File: src/rtl/ldst_exec_fsm.sv
// Execute-stage controller for LOAD/STORE: drives register file, MAR/MDR and the
// memory en/rw/mfc handshake, then pulses restart back to the fetch FSM.
module ldst_exec_fsm #(
    parameter int unsigned          TMO_W       = 8,
    parameter logic [TMO_W-1:0]     MFC_TIMEOUT = 8'd200
) (
    input  logic       clk,
    input  logic       rst,
    input  logic [6:0] start_code,
    input  logic [2:0] rs_idx,
    input  logic [2:0] rd_idx,
    input  logic       mfc,
    output logic       rf_out_en,
    output logic [2:0] rf_out_sel,
    output logic       rf_in_en,
    output logic [2:0] rf_in_sel,
    output logic [2:0] mar_mdr_we,
    output logic [2:0] mar_mdr_re,
    output logic       mem_en,
    output logic       mem_rw,
    output logic       restart,
    output logic       busy,
    output logic       err
);

    localparam logic [6:0]       CodeLoad  = 7'b0100000;
    localparam logic [6:0]       CodeStore = 7'b1000000;
    localparam logic [TMO_W-1:0] TmoLast   = MFC_TIMEOUT - TMO_W'(1);

    typedef enum logic [3:0] {
        StIdle, StLAddr, StLMar, StLReq, StLWait, StLRel, StLWb,
        StSAddr, StSMar, StSData, StSReq, StSWait, StSRel,
        StDone, StErr
    } state_e;

    state_e           state_q, state_d;
    logic [TMO_W-1:0] cnt_q, cnt_d;
    logic [6:0]       prev_code_q;
    logic [2:0]       rs_q, rs_d;
    logic [2:0]       rd_q, rd_d;
    logic             is_wait;
    logic             tmo;

    always_ff @(posedge clk or posedge rst) begin
        if (rst) begin
            state_q     <= StIdle;
            cnt_q       <= '0;
            prev_code_q <= '0;
            rs_q        <= '0;
            rd_q        <= '0;
        end else begin
            state_q     <= state_d;
            cnt_q       <= cnt_d;
            prev_code_q <= start_code;
            rs_q        <= rs_d;
            rd_q        <= rd_d;
        end
    end

    always_comb begin
        state_d    = state_q;
        rs_d       = rs_q;
        rd_d       = rd_q;
        rf_out_en  = 1'b0;
        rf_out_sel = '0;
        rf_in_en   = 1'b0;
        rf_in_sel  = '0;
        mar_mdr_we = '0;
        mar_mdr_re = '0;
        mem_en     = 1'b0;
        mem_rw     = 1'b0;
        restart    = 1'b0;
        busy       = (state_q != StIdle) && (state_q != StErr);
        err        = 1'b0;
        is_wait    = (state_q == StLWait) || (state_q == StLRel) ||
                     (state_q == StSWait) || (state_q == StSRel);
        tmo        = is_wait && (cnt_q == TmoLast);

        unique case (state_q)
            StIdle: begin
                // Edge-detect so a code held across DONE->IDLE is not re-run.
                if (start_code != prev_code_q &&
                    (start_code == CodeLoad || start_code == CodeStore)) begin
                    rs_d    = rs_idx;
                    rd_d    = rd_idx;
                    state_d = (start_code == CodeLoad) ? StLAddr : StSAddr;
                end
            end
            StLAddr: begin
                rf_out_en  = 1'b1;
                rf_out_sel = rs_q;
                state_d    = StLMar;
            end
            StLMar: begin
                rf_out_en  = 1'b1;
                rf_out_sel = rs_q;
                mar_mdr_we = 3'b100;
                state_d    = StLReq;
            end
            StLReq: begin
                mar_mdr_re = 3'b100;
                mem_en     = 1'b1;
                mem_rw     = 1'b1;
                state_d    = StLWait;
            end
            StLWait: begin
                mar_mdr_re = 3'b100;
                mar_mdr_we = 3'b001;
                mem_en     = 1'b1;
                mem_rw     = 1'b1;
                if (mfc)      state_d = StLRel;
                else if (tmo) state_d = StErr;
            end
            StLRel: begin
                mem_rw = 1'b1;
                if (!mfc)     state_d = StLWb;
                else if (tmo) state_d = StErr;
            end
            StLWb: begin
                mar_mdr_re = 3'b010;
                rf_in_en   = 1'b1;
                rf_in_sel  = rd_q;
                state_d    = StDone;
            end
            StSAddr: begin
                rf_out_en  = 1'b1;
                rf_out_sel = rs_q;
                state_d    = StSMar;
            end
            StSMar: begin
                rf_out_en  = 1'b1;
                rf_out_sel = rs_q;
                mar_mdr_we = 3'b100;
                state_d    = StSData;
            end
            StSData: begin
                rf_out_en  = 1'b1;
                rf_out_sel = rd_q;
                mar_mdr_we = 3'b010;
                state_d    = StSReq;
            end
            StSReq: begin
                mar_mdr_re = 3'b101;
                mem_en     = 1'b1;
                state_d    = StSWait;
            end
            StSWait: begin
                mar_mdr_re = 3'b101;
                mem_en     = 1'b1;
                if (mfc)      state_d = StSRel;
                else if (tmo) state_d = StErr;
            end
            StSRel: begin
                if (!mfc)     state_d = StDone;
                else if (tmo) state_d = StErr;
            end
            StDone: begin
                restart = 1'b1;
                state_d = StIdle;
            end
            StErr: begin
                err = 1'b1;
            end
            default: state_d = StIdle;
        endcase

        // Counter restarts on every state change, runs while parked in a wait state.
        cnt_d = (is_wait && state_d == state_q) ? cnt_q + TMO_W'(1) : '0;
    end

endmodule

File: config.mk
export PLATFORM = sky130hd
export DESIGN_NAME = ldst_exec_fsm
export DESIGN_NICKNAME = d
export VERILOG_FILES = /design/src/rtl/ldst_exec_fsm.sv
export SDC_FILE = /design/constraint.sdc
export NUM_CORES = 1
export LEC_CHECK = 0
export ABC_AREA = 1
export CAP_MARGIN = 20
export CELL_PAD_IN_SITES_DETAIL_PLACEMENT = 1
export CELL_PAD_IN_SITES_GLOBAL_PLACEMENT = 2
export CORE_MARGIN = 5
export CORE_UTILIZATION = 31
export CTS_BUF_LIST = sky130_fd_sc_hd__clkbuf_4 sky130_fd_sc_hd__clkbuf_8 sky130_fd_sc_hd__clkbuf_16
export DETAILED_ROUTE_END_ITERATION = 8
export PLACE_DENSITY = 0.84
export SLEW_MARGIN = 20
export SYNTH_ARGS = -nofsm -noshare
export SYNTH_HDL_FRONTEND = slang
export SYNTH_SLANG_ARGS = --single-unit
export TNS_END_PERCENT = 50
File: constraint.sdc
create_clock -name clk -period 2.4 [get_ports clk]
set_input_delay 0.48 -clock clk [delete_from_list [all_inputs] [get_ports clk]]
set_output_delay 0.48 -clock clk [all_outputs]
set_load 0.01 [all_outputs]
Yosys cells after proc, flatten, opt, wreduce, memory -nomap -nowiden
Index checks and enable logic that the tools add are counted.
- $add $sub $neg: 1
- equality and inequality tests: 20
- muxes and demuxes: 19
- reduce and logical (&&, ||, !) cells: 18
- operators with widths (cell ; count):
    $pmux 4 s14 ; 1
    $eq 4x4->1 const B ; 7
    $mux 4 ; 6
    $pmux 3 s3 ; 2
    $eq 4x3->1 const B ; 4
    $add 8x1->8 const B ; 1
    $eq 4x2->1 const B ; 2
    $eq 8x8->1 const B ; 1
    $mux 8 ; 1
    $reduce_or 4->1 ; 2
    $eq 7x6->1 const B ; 1
    $eq 7x7->1 const B ; 1
    $ne 7x7->1 ; 1
    $mux 1 ; 6
    $mux 3 ; 2
    $pmux 3 s2 ; 1
    $reduce_or 2->1 ; 3
    $reduce_or 5->1 ; 1
    $eq 4x1->1 const B ; 1
    $eq 4x4->1 ; 1
    $logic_and 1x1->1 ; 4
    $logic_not 4->1 ; 1
    $logic_or 1x1->1 ; 4
    $ne 4x4->1 const B ; 1
    3 further kinds ; 3
- bits in registers: 25
- bits of input ports: 16
- output and inout port bits: 19
- word-level logic and storage cells: 63

Logic depth before layout (Yosys ltp)
- depth after elaboration: 11
- gate-level depth with buffers: 13
- mapped depth without buffers: 13

Least setup slack after synthesis
Ideal clock, no wire load.
- path kind: reg-to-output
- from: reg state_q[0]
- to: out rf_in_sel[0]
- data arrival time: 1.165 ns
- data required time: 1.920 ns
- setup slack: 0.755 ns
- stages on the path, launching flop included: 6
- buffers on the path: 0
- path through: dfrtp_1 -> inv_2 -> nand2_4 -> nor2_1 -> inv_1 -> nor2_1
- longest elaborated chain between the ends: 2
- RTL lines (item ; RTL line ; source):
    start: declaration ; 36 ; state_e state_q, state_d;
    start signal: assignment ; 46 ; state_q <= StIdle;
    start signal: assignment ; 52 ; state_q <= state_d;
    $eq 4x3->1 ; 79 ; unique case (state_q)
    $mux 3 ; 79 ;
    end: declaration ; 16 ; output logic [2:0] rf_in_sel,
No other way between the ends.

Worst setup path after layout
- from: reg state_q[1]
- to: out busy
- longest elaborated chain between the ends: 2
- elaborated cells between the ends (all ways): 3
- classes of those cells: eq/ne: 1; reduce/logical: 2
- RTL lines (item ; RTL line ; source):
    $ne 4x4->1 or $reduce_bool 4->1 (tied branches) ; 73 ; busy = (state_q != StIdle) && (state_q != StErr);
    $logic_and 1x1->1 * ; 73 ;
    end: declaration ; 22 ; output logic busy,
Every way passes the cells marked *; elsewhere a longest branch is shown, timed or not.

==> results.yml <==
finish:
  fin_util_pct: 42.8
  drive_above_1_share_pct: 22.2
  diodes: 0
  final_cell_area_um2: 2190
  final_cell_count_no_fill: 327
  n_fill_cell: 665
  syn_to_final_growth_pct: 34.2
  nets: 275
timing:
  finClkSkew_ns: 0.00655
  setup_tns_ns: 0
  max_slew.worst_pin.slew_ns: 0.345
  fin_crit_ns: 2.28
  max_slew_margin_pct: 77.0
  worst_slack_ns: 0.120
  rsz0062_at_grt: "false"
  fmax_ghz: 0.439
  hold_viol_final: 0
  fin_crit_sh_pct: 95.0
  hold_ws_ns: 0.505
  maxSlewViolCount: 0
  report.final.setup_viol: 0
place:
  dp_worst_setup_slack_ns: 0.0994
  place_hpwl_mm: 3.31
  dp_cells: 320
  place_congestion: 0.831
  dpl_cell_area_um2: 2070
  portBuffers: 34
cts:
  cts-root-buf: "clkbuf_8"
  cts_max_level: 1
  cts_hold_buf: 0
  cts_tree: "built"
  cts_made_buffers: 3
  cts.clk_slew.worst_paths_ns: 0.09
  clk_latency_ns: 0.27
  cts_buffer_depth: 2
  clkSinkCount: 25
synthesis:
  synth_nets: 231
  ys_seq_elements: 25
  syn_avg_cell_area_um2: 7.62
  synth_cell_type_count: 31
  syn_area_um2: 1630
  yosys_warnings: 0
  synthCells: 214
  ys_seq_area_share_pct: 38.4
floorplanning:
  core_um2: 5110
  rows: 26
  io_pins: 35
  design.die.area_um2: 6810
  start_util_pct: 31.9
  die_h_um: 82.5
  die_x_um: 82.5
worst_setup_path:
  worstPathArrival_ns: 1.80
  critPathSlowestCell: "clkdlybuf4s50_1"
  crit_chain: "buf_4, nor2_4, buf_4, a21oi_1, clkdlybuf4s50_1"
  worstReg2RegStart: "state_q[1]"
  timing.critical_path.max_delay_family: "buffers and inverters"
  critPathKind: "flip-flop to output port"
  endpoint_kind: "output port"
  startpoint_type: "flip-flop"
  crit_buf_inv: 3
  reg2reg_slack_ns: 0.50
  worstRegToRegCells: 11
  cp_slowest_stage_delay_ns: 0.56
  path_max_fanout: 6
  cpMostUsedCell: "buf_4"
  reg2reg_to: "cnt_q[0]"
  cp_data_required_time_ns: 1.92
route:
  vias: 1490
  first_pass_iters: 4
  wl_per_cell_um: 13.2
  ant_nets: 0
  vias_per_cell: 4.56
  finalWirelength_mm: 4.31
  drcViolationCount: 0
  drt_iter0_drc: 22
grt:
  antenna_found_initial: 0
  grt_pass1_vias: 1563
  track_usage_pct: 14.0
  grt_max_degree: 26
  overflow: 0
  grt_pass1_wl_mm: 7.29
hold_path:
  whs_endpoint: "cnt_q[0]"
  min_from: "cnt_q[0]"
  holdCritPathClass: "flip-flop to flip-flop"
  hold_path_depth: 1
power_and_ir_drop:
  max-vdd-ir-drop_mv: 0.547
  total_power_mw: 2.32
  leakage_nw: 1.09
  p_per_area_nw_per_um2: 1060
run_status:
  status: "finished clean"
flow_run:
  drv_cap: 0
layout by cell type, fill, tap and decap left out, types with 2 or more instances in the layout:
cell type and count:
a21oi_1 2, a21oi_4 2, buf_4 8, clkbuf_8 3, clkdlybuf4s50_1 26, clkinv_1 2
dfrtp_1 21, dfrtp_2 4, dlygate4sd2_1 4, dlymetal6s2s_1 4, inv_1 29, inv_2 3
inv_4 2, nand2_1 56, nand2_2 15, nand2_4 2, nand3_1 10, nand3_4 2
nand4_1 4, nor2_1 15, nor2_2 2, nor2_4 4, nor3_2 8, o21ai_0 9
o22ai_1 3, xnor2_1 2, xor2_1 6
kinds of logic (layout without fill, tap and decap cells):
logic type               Yosys count  after routing  share of synthesized area [%]
AND/OR/NAND/NOR                  121            121                           39.0
buffers and inverters             39             82                           9.75
flip-flops                        25             25                           38.4
AO/OA/AOI/OAI                     20             20                           7.83
XOR/XNOR                           8              8                           4.30
adder cells (fa/ha/maj)            1              1                          0.767
power by group:
group	internal [mW]	total (mW)	switching (mW)
sequential	0.520	0.621	0.102
combinational	0.580	1.42	0.842
clock	0.130	0.271	0.141
state kept, by name, indices dropped and copies added, names as in the netlist:
| name | flops |
|---|---|
| cnt_q | 8 |
| prev_code_q | 7 |
| rd_q | 3 |
| rs_q | 3 |
| state_q | 4 |
worst reg2reg max path, cell delays in order, from the launching register on:
cell and delay, ns:
dfrtp_2 0.47, buf_4 0.17, nor2_4 0.09, buf_4 0.16
nand2_1 0.07, nor2_1 0.10, nand3_1 0.12, nor2_4 0.17
nor2_2 0.06, nand3_1 0.12, nand3_4 0.16, nor3_2 0.14
cell type report:
cell class	instances	area, um2	area share (%)
multi-input combinational	150	875	40.0
tap	70	87.6	4.00
clock buffer	4	48.8	2.23
sequential	25	631	28.8
inverter	36	140	6.41
timing repair buffer	42	405	18.5
per-layer routing:
layer	GRT usage, %	vias up	routed length (um)
met1	18.3	708	2020
met4	4.41	0	46
li1	-	758	-
met3	2.82	4	150
met2	23.2	20	2100
met5	0	-	0
how the worst max path moves through the flow:
stage	start	end	slack [ns]	depth (start not counted)
6_report	state_q[1]	busy	0.12	5
5_1_grt	state_q[3]	rf_in_sel[2]	0.03	6
4_1_cts	state_q[0]	rf_out_en	0.01	8
3_5_place_dp	state_q[0]	rf_out_sel[2]	0.1	8
3_3_place_gp	state_q[0]	rf_out_sel[0]	0.06	8
2_1_floorplan	state_q[0]	rf_in_sel[0]	0.75	5
synthesized netlist by cell type:
cell	instances	area, um2
a211oi_1	1	7.51
a21oi_1	3	15.0
a21oi_4	1	16.3
a221oi_1	1	8.76
buf_2	1	5.00
buf_4	1	7.51
buf_6	1	11.3
clkinv_1	2	7.51
dfrtp_1	25	626
ha_1	1	12.5
inv_1	29	109
inv_2	5	18.8
nand2_1	57	214
nand2_2	14	87.6
nand2_4	2	22.5
nand3_1	10	50.1
nand3_2	1	10.0
nand3_4	2	35.0
nand3b_1	1	7.51
nand4_1	4	25.0
nor2_1	17	63.8
nor2_2	2	12.5
nor2_4	2	22.5
nor3_1	1	5.00
nor3_2	8	80.1
o211ai_1	1	7.51
o21ai_0	9	45.0
o22ai_1	3	18.8
o311ai_0	1	8.76
xnor2_1	2	17.5
xor2_1	6	52.6
repair_timing:
item	CTS	global route
setup endpoints to repair	11	6
buffers inserted	2	1
resized for setup	12	9
(Power assumes the default switching activity.)
